===== src/rtl/latch_bank_if.sv =====
// latch_bank_if: shared data, per-cell controls and cell outputs of the latch bank
interface latch_bank_if;
  logic D;
  logic ena1;
  logic ena2;
  logic clr2;
  logic ena3;
  logic clr3;
  logic pre3;
  logic Q1;
  logic Q2;
  logic Q3;
  modport master (output D, ena1, ena2, clr2, ena3, clr3, pre3, input Q1, Q2, Q3);
  modport slave (input D, ena1, ena2, clr2, ena3, clr3, pre3, output Q1, Q2, Q3);
endinterface


===== src/rtl/latch_bank.sv =====
// latch_bank: three clock-sampled latch cells sharing one data input
module latch_bank (
  input logic clk,
  input logic rst,
  latch_bank_if.slave io_lb
);
  logic r_q1;
  logic r_q2;
  logic r_q3;
  // cell 1: track D while enabled, otherwise hold
  always_ff @(posedge clk or posedge rst)
    if (rst) r_q1 <= 1'b0;
    else if (io_lb.ena1) r_q1 <= io_lb.D;
  // cell 2: clear beats the active-low enable
  always_ff @(posedge clk or posedge rst)
    if (rst) r_q2 <= 1'b0;
    else if (io_lb.clr2) r_q2 <= 1'b0;
    else if (!io_lb.ena2) r_q2 <= io_lb.D;
  // cell 3: active-low clear beats active-low preset, both beat the enable
  always_ff @(posedge clk or posedge rst)
    if (rst) r_q3 <= 1'b0;
    else if (!io_lb.clr3) r_q3 <= 1'b0;
    else if (!io_lb.pre3) r_q3 <= 1'b1;
    else if (io_lb.ena3) r_q3 <= io_lb.D;
  assign io_lb.Q1 = r_q1;
  assign io_lb.Q2 = r_q2;
  assign io_lb.Q3 = r_q3;
endmodule


===== src/flat_wrapper.sv =====
// flat-port wrapper written by rule: the top's interface ports become plain ports
module latch_bank_flat 
  (clk, rst, io_lb_D, io_lb_ena1, io_lb_ena2, io_lb_clr2, io_lb_ena3, io_lb_clr3, io_lb_pre3, io_lb_Q1, io_lb_Q2, io_lb_Q3);
  latch_bank_if io_lb_i ();
  input logic clk;
  input logic rst;
  input wire logic [$bits(io_lb_i.D)-1:0] io_lb_D;
  input wire logic [$bits(io_lb_i.ena1)-1:0] io_lb_ena1;
  input wire logic [$bits(io_lb_i.ena2)-1:0] io_lb_ena2;
  input wire logic [$bits(io_lb_i.clr2)-1:0] io_lb_clr2;
  input wire logic [$bits(io_lb_i.ena3)-1:0] io_lb_ena3;
  input wire logic [$bits(io_lb_i.clr3)-1:0] io_lb_clr3;
  input wire logic [$bits(io_lb_i.pre3)-1:0] io_lb_pre3;
  output wire logic [$bits(io_lb_i.Q1)-1:0] io_lb_Q1;
  output wire logic [$bits(io_lb_i.Q2)-1:0] io_lb_Q2;
  output wire logic [$bits(io_lb_i.Q3)-1:0] io_lb_Q3;
  assign io_lb_i.D = io_lb_D;
  assign io_lb_i.ena1 = io_lb_ena1;
  assign io_lb_i.ena2 = io_lb_ena2;
  assign io_lb_i.clr2 = io_lb_clr2;
  assign io_lb_i.ena3 = io_lb_ena3;
  assign io_lb_i.clr3 = io_lb_clr3;
  assign io_lb_i.pre3 = io_lb_pre3;
  assign io_lb_Q1 = io_lb_i.Q1;
  assign io_lb_Q2 = io_lb_i.Q2;
  assign io_lb_Q3 = io_lb_i.Q3;
  latch_bank u_core (.clk(clk), .rst(rst), .io_lb(io_lb_i));
endmodule

===== config.mk =====
export PLATFORM = sky130hd
export DESIGN_NAME = latch_bank_flat
export DESIGN_NICKNAME = d
export VERILOG_FILES = /design/src/rtl/latch_bank_if.sv /design/src/rtl/latch_bank.sv /design/src/flat_wrapper.sv
export SDC_FILE = /design/constraint.sdc
export NUM_CORES = 1
export LEC_CHECK = 0
export CAP_MARGIN = 20
export CORE_AREA = 2 2 39 41
export DETAILED_ROUTE_END_ITERATION = 10
export DIE_AREA = 0 0 41 43
export PLACE_DENSITY = 0.34
export REMOVE_ABC_BUFFERS = 1
export SYNTH_ARGS = -nofsm -noshare
export SYNTH_HDL_FRONTEND = slang
export SYNTH_SLANG_ARGS = --single-unit

===== constraint.sdc =====
create_clock -name clk -period 1.2 [get_ports clk]
set_input_delay 0.18 -clock clk [delete_from_list [all_inputs] [get_ports clk]]
set_output_delay 0.18 -clock clk [all_outputs]
set_load 0.02 [all_outputs]

==> load_flow_metrics.sql, run 1 <==
INSERT INTO impl_metrics (metric_group, metric, value, unit) VALUES
('sta', 'slew_violations', '0', ''),
('synthesis', 'synth.avg_cell_area', '13.9', 'sq um'),
('sta', 'clock.fmax', '911', 'MHz'),
('floorplan', 'floorplan.die_area', '1760', 'sq um'),
('critical_path', 'critical_path_arrival', '0.92', 'ns'),
('routing', 'wl_per_cell', '8.58', 'um'),
('critical_path', 'cp_data_required_time', '1.02', 'ns'),
('sta', 'clock_skew', '0', 'ns'),
('critical_path', 'critical-path-top-delay-family', 'flip-flops', ''),
('routing', 'detail_route.first_pass.iterations', '3', ''),
('floorplan', 'die-height', '43', 'um'),
('cts', 'ctsLongestPathBuffers', '2', ''),
('sta', 'tightestPinTransition', '0.208', 'ns'),
('cts', 'cts_made_buffers', '3', ''),
('pwr', 'p_total', '0.352', 'mW'),
('synthesis', 'ys.warnings.count', '0', ''),
('cts', 'cts_tree', 'done', ''),
('critical_path', 'crit_slowest_cell', 'dfrtp_1', ''),
('final_layout', 'drive_above_1_share', '16.7', '%'),
('pwr', 'static_leakage', '0.132', 'nW'),
('worst_hold_path', 'hold_path.class', 'input pin to async pin', ''),
('placement', 'numPlacedInstances', '36', ''),
('routing', 'final_wirelength', '343', 'um'),
('routing', 'route.detailed.drc', '0', ''),
('sta', 'grt_setup_unrepaired', 'false', ''),
('final_layout', 'area_growth_syn_to_layout', '122', '%'),
('floorplan', 'core.rowCount', '14', ''),
('critical_path', 'crit_path_max_fanout', '2', ''),
('routing', 'remaining_antenna_violation_count_after_routing', '0', ''),
('cts', 'post-cts-setup-buffers', '0', ''),
('synthesis', 'post_synth_inst_count', '9', ''),
('synthesis', 'synth.ff_latch_count', '3', ''),
('final_layout', 'finish.net_count', '34', ''),
('critical_path', 'crit_type', 'register to output port', ''),
('sta', 'finalWorstPathRequiredPeriod', '1.10', 'ns'),
('floorplan', 'die_width', '41', 'um'),
('sta', 'slew_headroom', '86.2', '%'),
('routing', 'routed-via-count', '114', ''),
('cts', 'cts.clk_slew.worst_paths', '0.04', 'ns'),
('critical_path', 'worstSetupStartpointType', 'register', ''),
('sta', 'share_of_the_cycle_needed_by_the_critical_path_after_routing', '91.5', '%'),
('global_routing', 'global_route.overflow_total', '0', ''),
('cts', 'insertion_delay', '0.23', 'ns'),
('critical_path', 'crit_buf_inv', '1', ''),
('cts', 'post_cts_resize_count', '3', ''),
('placement', 'gp_routability_congestion', '0.535', ''),
('sta', 'setup_viol', '0', ''),
('cts', 'cts-htree-levels', '1', ''),
('cts', 'clk_root_buffer_cell', 'clkbuf_4', ''),
('global_routing', 'antenna_found_initial', '0', ''),
('final_layout', 'insertedDiodeCount', '0', ''),
('critical_path', 'worstPathCellList', 'dlygate4sd2_1', ''),
('critical_path', 'reg2reg_slack', '0.45', 'ns'),
('global_routing', 'grt_pass1_wl', '427', 'um'),
('placement', 'placement.io_buffers', '11', ''),
('floorplan', 'start_util', '9.04', '%'),
('critical_path', 'crit_path_end_kind', 'output port', ''),
('global_routing', 'grt_resource_usage_total', '4.63', '%'),
('placement', 'pre_cts_slack', '0.0744', 'ns'),
('critical_path', 'max_stage_delay', '0.37', 'ns'),
('outcome', 'outcome', 'finished clean', ''),
('sta', 'finalHoldViolCount', '0', ''),
('final_layout', 'utilization', '20.1', '%'),
('flow_run', 'maxCapViolCount', '0', ''),
('cts', 'cts-hold-fix-buffers', '0', ''),
('floorplan', 'io-pin-count', '12', ''),
('synthesis', 'yosysSeqAreaShare', '60.0', '%'),
('cts', 'cts_sinks', '3', ''),
('pwr', 'vdd.ir_drop.worst', '0.287', 'mV'),
('routing', 'drt-vias-per-instance', '2.85', ''),
('final_layout', 'finalInstanceArea', '278', 'sq um'),
('placement', 'area_after_detailed_placement', '255', 'sq um'),
('routing', 'detailedRoute.firstIterationViolations', '4', ''),
('synthesis', 'synth_cell_types', '6', ''),
('synthesis', 'netlist_area', '125', 'sq um'),
('floorplan', 'fp.coreArea', '1380', 'sq um'),
('sta', 'fin_hold_ws', '0.125', 'ns'),
('final_layout', 'finalNonFillerCells', '40', ''),
('sta', 'post_route_setup_tns', '0', 'ns'),
('global_routing', 'first_global_vias', '109', ''),
('global_routing', 'grt_max_degree', '4', ''),
('pwr', 'power.density', '1270', 'nW/um^2'),
('sta', 'final_setup_slack_of_the_worst_path', '0.102', 'ns');
## final cells by class
type | count | area, sq um
flip-flops and latches | 3 | 75.1
clock buffers | 4 | 26.3
well taps | 16 | 20.0
multi-input cells | 5 | 46.3
repair buffers | 11 | 106
inverters | 1 | 3.75
fillers | 156 | 1110
## routing by layer
| layer | vias to the layer above | wire [um] | global-route usage (%) |
|---|---|---|---|
| met2 | 12 | 91 | 3.75 |
| met3 | 0 | 69 | 4.71 |
| li1 | 60 | - | - |
| met5 | - | 0 | 0 |
| met1 | 42 | 182 | 5.19 |
| met4 | 0 | 0 | 6.00 |
## cells in the mapped netlist
cell type  count  area (sq um)
a21boi_1       1          7.51
dfrtp_1        3          75.1
inv_1          1          3.75
mux2_4         1          15.0
mux2i_1        2          20.0
nor2_1         1          3.75
## path summary, 6_finish.rpt
kind,startpoint,to,cells past startpoint
worst max-delay path,u_core.io_lb.Q1$_DFFE_PP0P_,io_lb_Q1,1
worst min-delay path,rst,u_core.io_lb.Q2$_DFFE_PP0P_,2
worst max register to register,u_core.io_lb.Q1$_DFFE_PP0P_,u_core.io_lb.Q1$_DFFE_PP0P_,1
worst min register to register,u_core.io_lb.Q1$_DFFE_PP0P_,u_core.io_lb.Q1$_DFFE_PP0P_,1
max in group asynchronous,rst,u_core.io_lb.Q1$_DFFE_PP0P_,2
min in group clk,io_lb_clr2,u_core.io_lb.Q2$_DFFE_PP0P_,2
## logic make-up after synthesis
| kind of cell | share of synthesized area [%] |
|---|---|
| DFF | 60.0 |
| AOI/OAI and AO/OA | 6.00 |
| buffers and inverters | 3.00 |
| and+or+nand+nor | 3.00 |
| muxes | 28.0 |
## where the power goes
part	switching [mW]	internal, mW
registers	0.00351	0.109
logic	0.0236	0.0399
clock network	0.0513	0.125
total	0.0785	0.274
## registers in the layout, indices dropped and copies added (netlist names)
signal	flops
u_core.io_lb.Q1	1
u_core.io_lb.Q2	1
u_core.io_lb.Q3	1
## placed cells by master, fill, tap and decap left out
cell	synthesis	final
mux2i_1	2	2
a21boi_1	1	1
clkbuf_1	0	1
dlygate4sd2_1	0	3
clkdlybuf4s50_1	0	8
dfrtp_1	3	3
inv_1	1	1
clkbuf_4	0	3
mux2_4	1	1
nor2_1	1	1
(Power assumes the default switching activity.)
==> inputs of run 2 (changes only) <==
--- a/config.mk
+++ b/config.mk
@@ -5,11 +5,12 @@
 export SDC_FILE = /design/constraint.sdc
 export NUM_CORES = 1
 export LEC_CHECK = 0
+export ABC_AREA = 1
 export CAP_MARGIN = 20
 export CORE_AREA = 2 2 39 41
 export DETAILED_ROUTE_END_ITERATION = 10
 export DIE_AREA = 0 0 41 43
-export PLACE_DENSITY = 0.34
+export PLACE_DENSITY = 0.35
 export REMOVE_ABC_BUFFERS = 1
 export SYNTH_ARGS = -nofsm -noshare
 export SYNTH_HDL_FRONTEND = slang
==> constraint.sdc (replaced) <==
create_clock -name clk -period 1.4 [get_ports clk]
set_input_delay 0.21 -clock clk [delete_from_list [all_inputs] [get_ports clk]]
set_output_delay 0.21 -clock clk [all_outputs]
set_load 0.02 [all_outputs]
==> load_flow_metrics.sql, run 2 <==
INSERT INTO impl_metrics (metric_group, metric, value, unit) VALUES
('outcome', 'outcome', 'finished clean', ''),
('critical_path', 'crit_type', 'register to output port', ''),
('routing', 'final_wirelength', '383', 'um'),
('floorplan', 'core.rowCount', '14', ''),
('routing', 'route.detailed.drc', '0', ''),
('critical_path', 'crit_path_end_kind', 'output port', ''),
('floorplan', 'io-pin-count', '12', ''),
('sta', 'slew_violations', '0', ''),
('pwr', 'static_leakage', '0.178', 'nW'),
('placement', 'placement.io_buffers', '11', ''),
('cts', 'cts_tree', 'done', ''),
('sta', 'finalHoldViolCount', '0', ''),
('critical_path', 'worstSetupStartpointType', 'register', ''),
('critical_path', 'timing.critical_path.to', 'io_lb_Q1', ''),
('critical_path', 'crit_buf_inv', '1', ''),
('pwr', 'cellInternalPower', '0.235', 'mW'),
('final_layout', 'layout.cells.most_common', 'clkdlybuf4s50_1', ''),
('pwr', 'share_seq_of_total_power', '31.5', '%'),
('cts', 'ctsLongestPathBuffers', '2', ''),
('cts', 'cts_sinks', '3', ''),
('synthesis', 'synth_top_area_cell', 'dfrtp_1', ''),
('critical_path', 'critical_path.reg2reg.startpoint', 'u_core.io_lb.Q3$_DFFE_PP0P_', ''),
('sta', 'finalWorstPathRequiredPeriod', '1.02', 'ns'),
('sta', 'grt_setup_unrepaired', 'false', ''),
('critical_path', 'crit_slowest_cell', 'dfrtp_1', ''),
('final_layout', 'utilization', '21.9', '%'),
('floorplan', 'die-height', '43', 'um'),
('synthesis', 'synthFlopType', 'dfrtp_1', ''),
('critical_path', 'critPathLaunch', 'u_core.io_lb.Q1$_DFFE_PP0P_', ''),
('routing', 'detail_route.first_pass.iterations', '1', ''),
('worst_hold_path', 'hold_path.class', 'input pin to async pin', ''),
('final_layout', 'insertedDiodeCount', '0', ''),
('global_routing', 'global_route.overflow_total', '0', ''),
('pwr', 'vdd.ir_drop.worst', '0.261', 'mV'),
('routing', 'remaining_antenna_violation_count_after_routing', '0', ''),
('sta', 'share_of_the_cycle_needed_by_the_critical_path_after_routing', '72.5', '%'),
('routing', 'drt-vias-per-instance', '3.18', ''),
('flow_run', 'maxCapViolCount', '0', ''),
('sta', 'setup_viol', '0', ''),
('synthesis', 'async_reset_ff_share', '100', '%'),
('global_routing', 'grt_max_degree', '4', ''),
('critical_path', 'crit_cells', '1', ''),
('synthesis', 'synth-edff-count', '0', ''),
('synthesis', 'synthTopCellsByArea', 'dfrtp_1 (54%), inv_1 (14%), nor2_1 (14%)', ''),
('cts', 'cts_made_buffers', '3', ''),
('critical_path', 'crit_path_max_fanout', '2', ''),
('routing', 'wl_per_cell', '7.82', 'um'),
('critical_path', 'rr_worst_depth', '4', ''),
('critical_path', 'worstPathCellList', 'dlymetal6s2s_1', ''),
('routing', 'detailedRoute.firstIterationViolations', '0', ''),
('synthesis', 'synth.ff_latch_count', '3', ''),
('final_layout', 'area_growth_syn_to_layout', '118', '%'),
('cts', 'insertion_delay', '0.23', 'ns'),
('pwr', 'switchingPower', '0.0717', 'mW'),
('pwr', 'power.density', '1010', 'nW/um^2'),
('cts', 'cts.clk_slew.worst_paths', '0.04', 'ns'),
('pwr', 'switching_share', '23.4', '%'),
('floorplan', 'die_width', '41', 'um'),
('synthesis', 'yosysSeqAreaShare', '54.1', '%'),
('global_routing', 'antenna_found_initial', '0', ''),
('critical_path', 'max_stage_delay', '0.37', 'ns'),
('sta', 'slew_headroom', '84.7', '%'),
('cts', 'clk_root_buffer_cell', 'clkbuf_4', ''),
('critical_path', 'critical_path_arrival', '0.81', 'ns'),
('global_routing', 'first_global_vias', '163', ''),
('cts', 'cts-htree-levels', '1', ''),
('final_layout', 'finish.net_count', '43', ''),
('routing', 'routed-via-count', '156', ''),
('pwr', 'p_clk_share', '49.2', '%'),
('global_routing', 'grt_resource_usage_total', '5.43', '%'),
('synthesis', 'ys.warnings.count', '0', ''),
('synthesis', 'synth_top_cells_by_count', 'inv_1 (5), nor2_1 (5), dfrtp_1 (3), nand2_1 (3)', ''),
('floorplan', 'fp.coreArea', '1380', 'sq um'),
('pwr', 'comb_power_share', '19.3', '%'),
('global_routing', 'grt_pass1_wl', '579', 'um'),
('critical_path', 'reg2reg_slack', '0.71', 'ns'),
('critical_path', 'cp_data_required_time', '1.19', 'ns'),
('synthesis', 'yosys.area.top_type_share', '54.1', '%'),
('sta', 'post_route_setup_tns', '0', 'ns'),
('critical_path', 'critical-path-top-delay-family', 'flip-flops', ''),
('final_layout', 'layout.cells.most_common_list', 'clkdlybuf4s50_1 (8), inv_1 (5), nor2_1 (5)', ''),
('synthesis', 'netlist_area', '139', 'sq um'),
('placement', 'dp_hpwl', '277', 'um'),
('final_layout', 'drive_above_1_share', '12.1', '%'),
('sta', 'clock_skew', '0', 'ns'),
('synthesis', 'synth.avg_cell_area', '7.72', 'sq um'),
('critical_path', 'timing.rr.end', 'u_core.io_lb.Q3$_DFFE_PP0P_', ''),
('floorplan', 'start_util', '10.0', '%'),
('floorplan', 'floorplan.die_area', '1760', 'sq um'),
('sta', 'fin_hold_ws', '0.165', 'ns'),
('placement', 'gp_routability_congestion', '0.619', ''),
('synthesis', 'synth_cell_types', '6', ''),
('synthesis', 'post_synth_inst_count', '18', ''),
('sta', 'tightestPinTransition', '0.229', 'ns'),
('sta', 'clock.fmax', '985', 'MHz');
## run 2: changes by cell type in the layout (fill, tap and decap cells not counted)
cell and delta:
mux2i_1 -2, nor2_1 +4, a21boi_1 -1, mux2_4 -1
nand2_1 +3, dlymetal6s2s_1 +3, o21ai_0 +1, inv_1 +4
nor3_2 +1, dlygate4sd2_1 -3
## run 2: logic make-up (layout without fill, tap and decap cells)
kind of cell | count (synthesis) | after routing | share of synthesized area (%)
buffers and inverters | 5 | 20 | 13.5
AO/OA/AOI/OAI | 1 | 1 | 3.60
flip-flops | 3 | 3 | 54.1
AND/OR/NAND/NOR | 9 | 9 | 28.8
## run 2: timing repair
| item | CTS | global route |
|---|---|---|
| setup buffers | 0 | 0 |
| endpoints found under the setup margin | 0 | 3 |
| hold buffers | 0 | 0 |
| gates resized for setup | 0 | 3 |
## run 2: layout make-up
class                      count  area, sq um
fill                         152         1080
sequential                     3         75.1
clock buffer                   4         26.3
multi-input combinational     10         45.0
tap                           16         20.0
timing repair buffer          11          118
inverter                       5         18.8
## run 2: how the worst min path moves through the flow
stage	cells after the start	from	to	slack, ns
6_report	2	rst	u_core.io_lb.Q1$_DFFE_PP0P_	0.16
5_1_grt	2	rst	u_core.io_lb.Q2$_DFFE_PP0P_	0.19
4_1_cts	2	rst	u_core.io_lb.Q1$_DFFE_PP0P_	0.18
3_5_place_dp	2	rst	u_core.io_lb.Q1$_DFFE_PP0P_	0.42
3_3_place_gp	2	rst	u_core.io_lb.Q2$_DFFE_PP0P_	0.40
2_1_floorplan	1	rst	u_core.io_lb.Q1$_DFFE_PP0P_	-0.04
## run 2: power by group through the flow
| stage | registers, mW | logic, mW | clock network [mW] |
|---|---|---|---|
| after global routing | 0.0974 | 0.0655 | 0.166 |
| after detailed placement | 0.0980 | 0.0610 | 0 |
| after global placement | 0.0976 | 0.0606 | 0 |
| after CTS | 0.0969 | 0.0618 | 0.161 |
| final | 0.0967 | 0.0593 | 0.151 |
| after floorplan | 0.106 | 0.0126 | 0 |
## run 2: layer usage
metal / up-vias / track usage [%] / routed length, um
met2: 13 / 6.88 / 141
met5: - / 0 / 0
li1: 81 / - / -
met1: 62 / 5.16 / 153
met4: 0 / 2.00 / 0
met3: 0 / 6.81 / 88
## run 2: metrics by stage
step | cells | setup WS, ns | cell area, sq um | power, mW
floorplan | 18 | 0.627 | 139 | 0.119
global placement | 45 | 0.269 | 269 | 0.158
detailed placement | 45 | 0.255 | 269 | 0.159
CTS | 49 | 0.000933 | 295 | 0.320
global route | 49 | 0.356 | 303 | 0.328
finish | 49 | 0.384 | 303 | 0.307
==> RTL change, RTL diff (config.mk and constraints of run 1) <==
Make the reset (`rst`) synchronous in 3 clocked blocks.
--- a/src/rtl/latch_bank.sv
+++ b/src/rtl/latch_bank.sv
@@ -9,14 +9,14 @@
   logic r_q3;
   // cell 1: track D while enabled, otherwise hold
-  always_ff @(posedge clk or posedge rst)
+  always_ff @(posedge clk)
     if (rst) r_q1 <= 1'b0;
     else if (io_lb.ena1) r_q1 <= io_lb.D;
   // cell 2: clear beats the active-low enable
-  always_ff @(posedge clk or posedge rst)
+  always_ff @(posedge clk)
     if (rst) r_q2 <= 1'b0;
     else if (io_lb.clr2) r_q2 <= 1'b0;
     else if (!io_lb.ena2) r_q2 <= io_lb.D;
   // cell 3: active-low clear beats active-low preset, both beat the enable
-  always_ff @(posedge clk or posedge rst)
+  always_ff @(posedge clk)
     if (rst) r_q3 <= 1'b0;
     else if (!io_lb.clr3) r_q3 <= 1'b0;
Formal check against the unedited RTL: differs if rst is asserted again (counterexample within 4 cycles, from zero or initial values and one cycle with rst high); with rst held inactive, the same outputs for 10 cycles.
==> RTL change against run 1 <==
- utilization is 0.72 points lower
- sequential cell count stayed put
- non-clock buffer count stayed put
- worst hold slack better by 360 ps
- total power is 1.8% lower
- sequential power is 5% lower
- clock skew stayed put
- register-to-register slack better by 100 ps
- critical path depth stayed put
- routed wire length is 4.1% higher
- worst setup slack better by 10 ps
- via count is 7.0% higher
- cell area is 3.6% lower
- synthesized area is 8.0% lower
- critical endpoint is now io_lb_Q3
- largest cell class unchanged
- highest routed layer unchanged
==> RTL change: results (changes against run 1) <==
* Share of layout cells above drive strength 1 at 16.0% (-0.67 points)
* Port Buffers at 11 (unchanged)
* Crit path largest cell delay at 340 ps (-30 ps)
* Asr flop ratio synth at 0% (-100 points)
* Crit-path leading delay family: buffers and inverters
* Primary FF master, synth: dfxtp_1
* Placed instance count at 37 (+2.8%)
* Number of fill cells at 151 (-3.2%)
* DRT iter0 DRCs at 1 (-3)
* Max Slew Vio Count at 0 (unchanged)
* Worst Skew at 0 ps (unchanged)
* Switching pwr at 0.0000817 W (+4.1%)
* Top cells by instance count after synthesis: dfxtp_1 (3), mux2i_1 (3)
* Setup Fix Bufs, Post-CTS at 0 (unchanged)
* Maximum fanout along the worst path at 2 (unchanged)
* Detailed Route WL at 357 um (+4.1%)
* Synth Warn # at 0 (unchanged)
* Hold Crit Class: input pin to flip-flop
* P_leak at 0.118 nW (-11%)
* All-layer global routing usage at 5.22% (+0.58 points)
* Required @ worst endpoint at 1020 ps (about the same)
* RD Place Congestion at 0.521 (-2.5%)
* Netlist cell types at 6 (unchanged)
* Status: completed
* CP max stage cell: dlygate4sd2_1
* Synth Instances at 10 (+1)
* Post-place setup slack at 86.6 ps (+12.2 ps)
* Wire per inst at 8.71 um (+1.5%)
* First-pass GRT wire length at 489 um (+15%)
* Slew HR at 87.4% (+1.2 points)
* Via count at 122 (+7.0%)
* DRC viols at 0 (unchanged)
* Critical path origin: u_core.io_lb.Q3
* CTS Buffer Depth at 2 (unchanged)
* DRT Pass-1 Iters at 2 (-1)
* Vias in the first global route at 130 (+19%)
* Hold Startpoint: io_lb_pre3
* Largest cells by area after synthesis: dfxtp_1 (52%), mux2i_1 (26%), nor3_2 (8.7%)
* Sequential fraction of the synthesis area at 52.2% (-7.8 points)
* Maximum vdd ir drop at 0.432 mV (+51%)
* Largest net degree at the start of global routing at 4 (unchanged)
* Nets at 35 (+2.9%)
* Root Driver: clkbuf_4
-- RTL change: power by group through the flow --
stage | Combinational, W | Sequential, W | Clock [W]
floorplan | 0.00000995 | 0.000115 | 0
global placement | 0.0000562 | 0.000109 | 0
detailed placement | 0.0000566 | 0.000109 | 0
CTS | 0.0000534 | 0.000107 | 0.000193
global route | 0.0000569 | 0.000108 | 0.000197
finish | 0.0000526 | 0.000107 | 0.000186
-- RTL change: metrics by stage --
| stage | area (sq um) | hold slack [ps] |
|---|---|---|
| global route | 268 | 479 |
| finish | 268 | 484 |
| detailed placement | 245 | 497 |
| floorplan | 115 | 249 |
| global placement | 245 | 484 |
| CTS | 268 | 476 |
-- RTL change: worst paths after layout --
kind,cells past startpoint,slack [ps],end
worst min register to register,2,500,u_core.io_lb.Q1
worst max register to register,2,550,u_core.io_lb.Q3
worst max-delay path,1,110,io_lb_Q3
worst min-delay path,2,480,u_core.io_lb.Q3
-- RTL change: cells by family (layout without fill, tap and decap cells) --
group | after synthesis | after routing | share of synthesized area, %
buf+inv | 0 | 15 | 0
simple gates | 3 | 3 | 17.4
flops | 3 | 3 | 52.2
mux | 3 | 3 | 26.1
compound gates | 1 | 1 | 4.34
-- RTL change: area by class of cell --
cell class / instances / area [sq um] / area share, %
Timing Repair Buffer: 11 / 106 / 39.7
Sequential cell: 3 / 60.1 / 22.4
Multi-Input combinational cell: 7 / 55.1 / 20.6
Clock buffer: 4 / 26.3 / 9.81
Tap cell: 16 / 20.0 / 7.48
-- RTL change: per-layer routing --
metal	GRT usage [%]	share of wire, %	vias up
met5	0	0	-
met4	4.00	0	0
met3	7.85	23	0
met2	4.38	28	14
met1	5.45	49	44
li1	-	-	64
-- RTL change: repair_timing --
item,CTS,global route
hold endpoints to repair,0,0
setup endpoints to repair,3,0
gates resized for setup,3,0
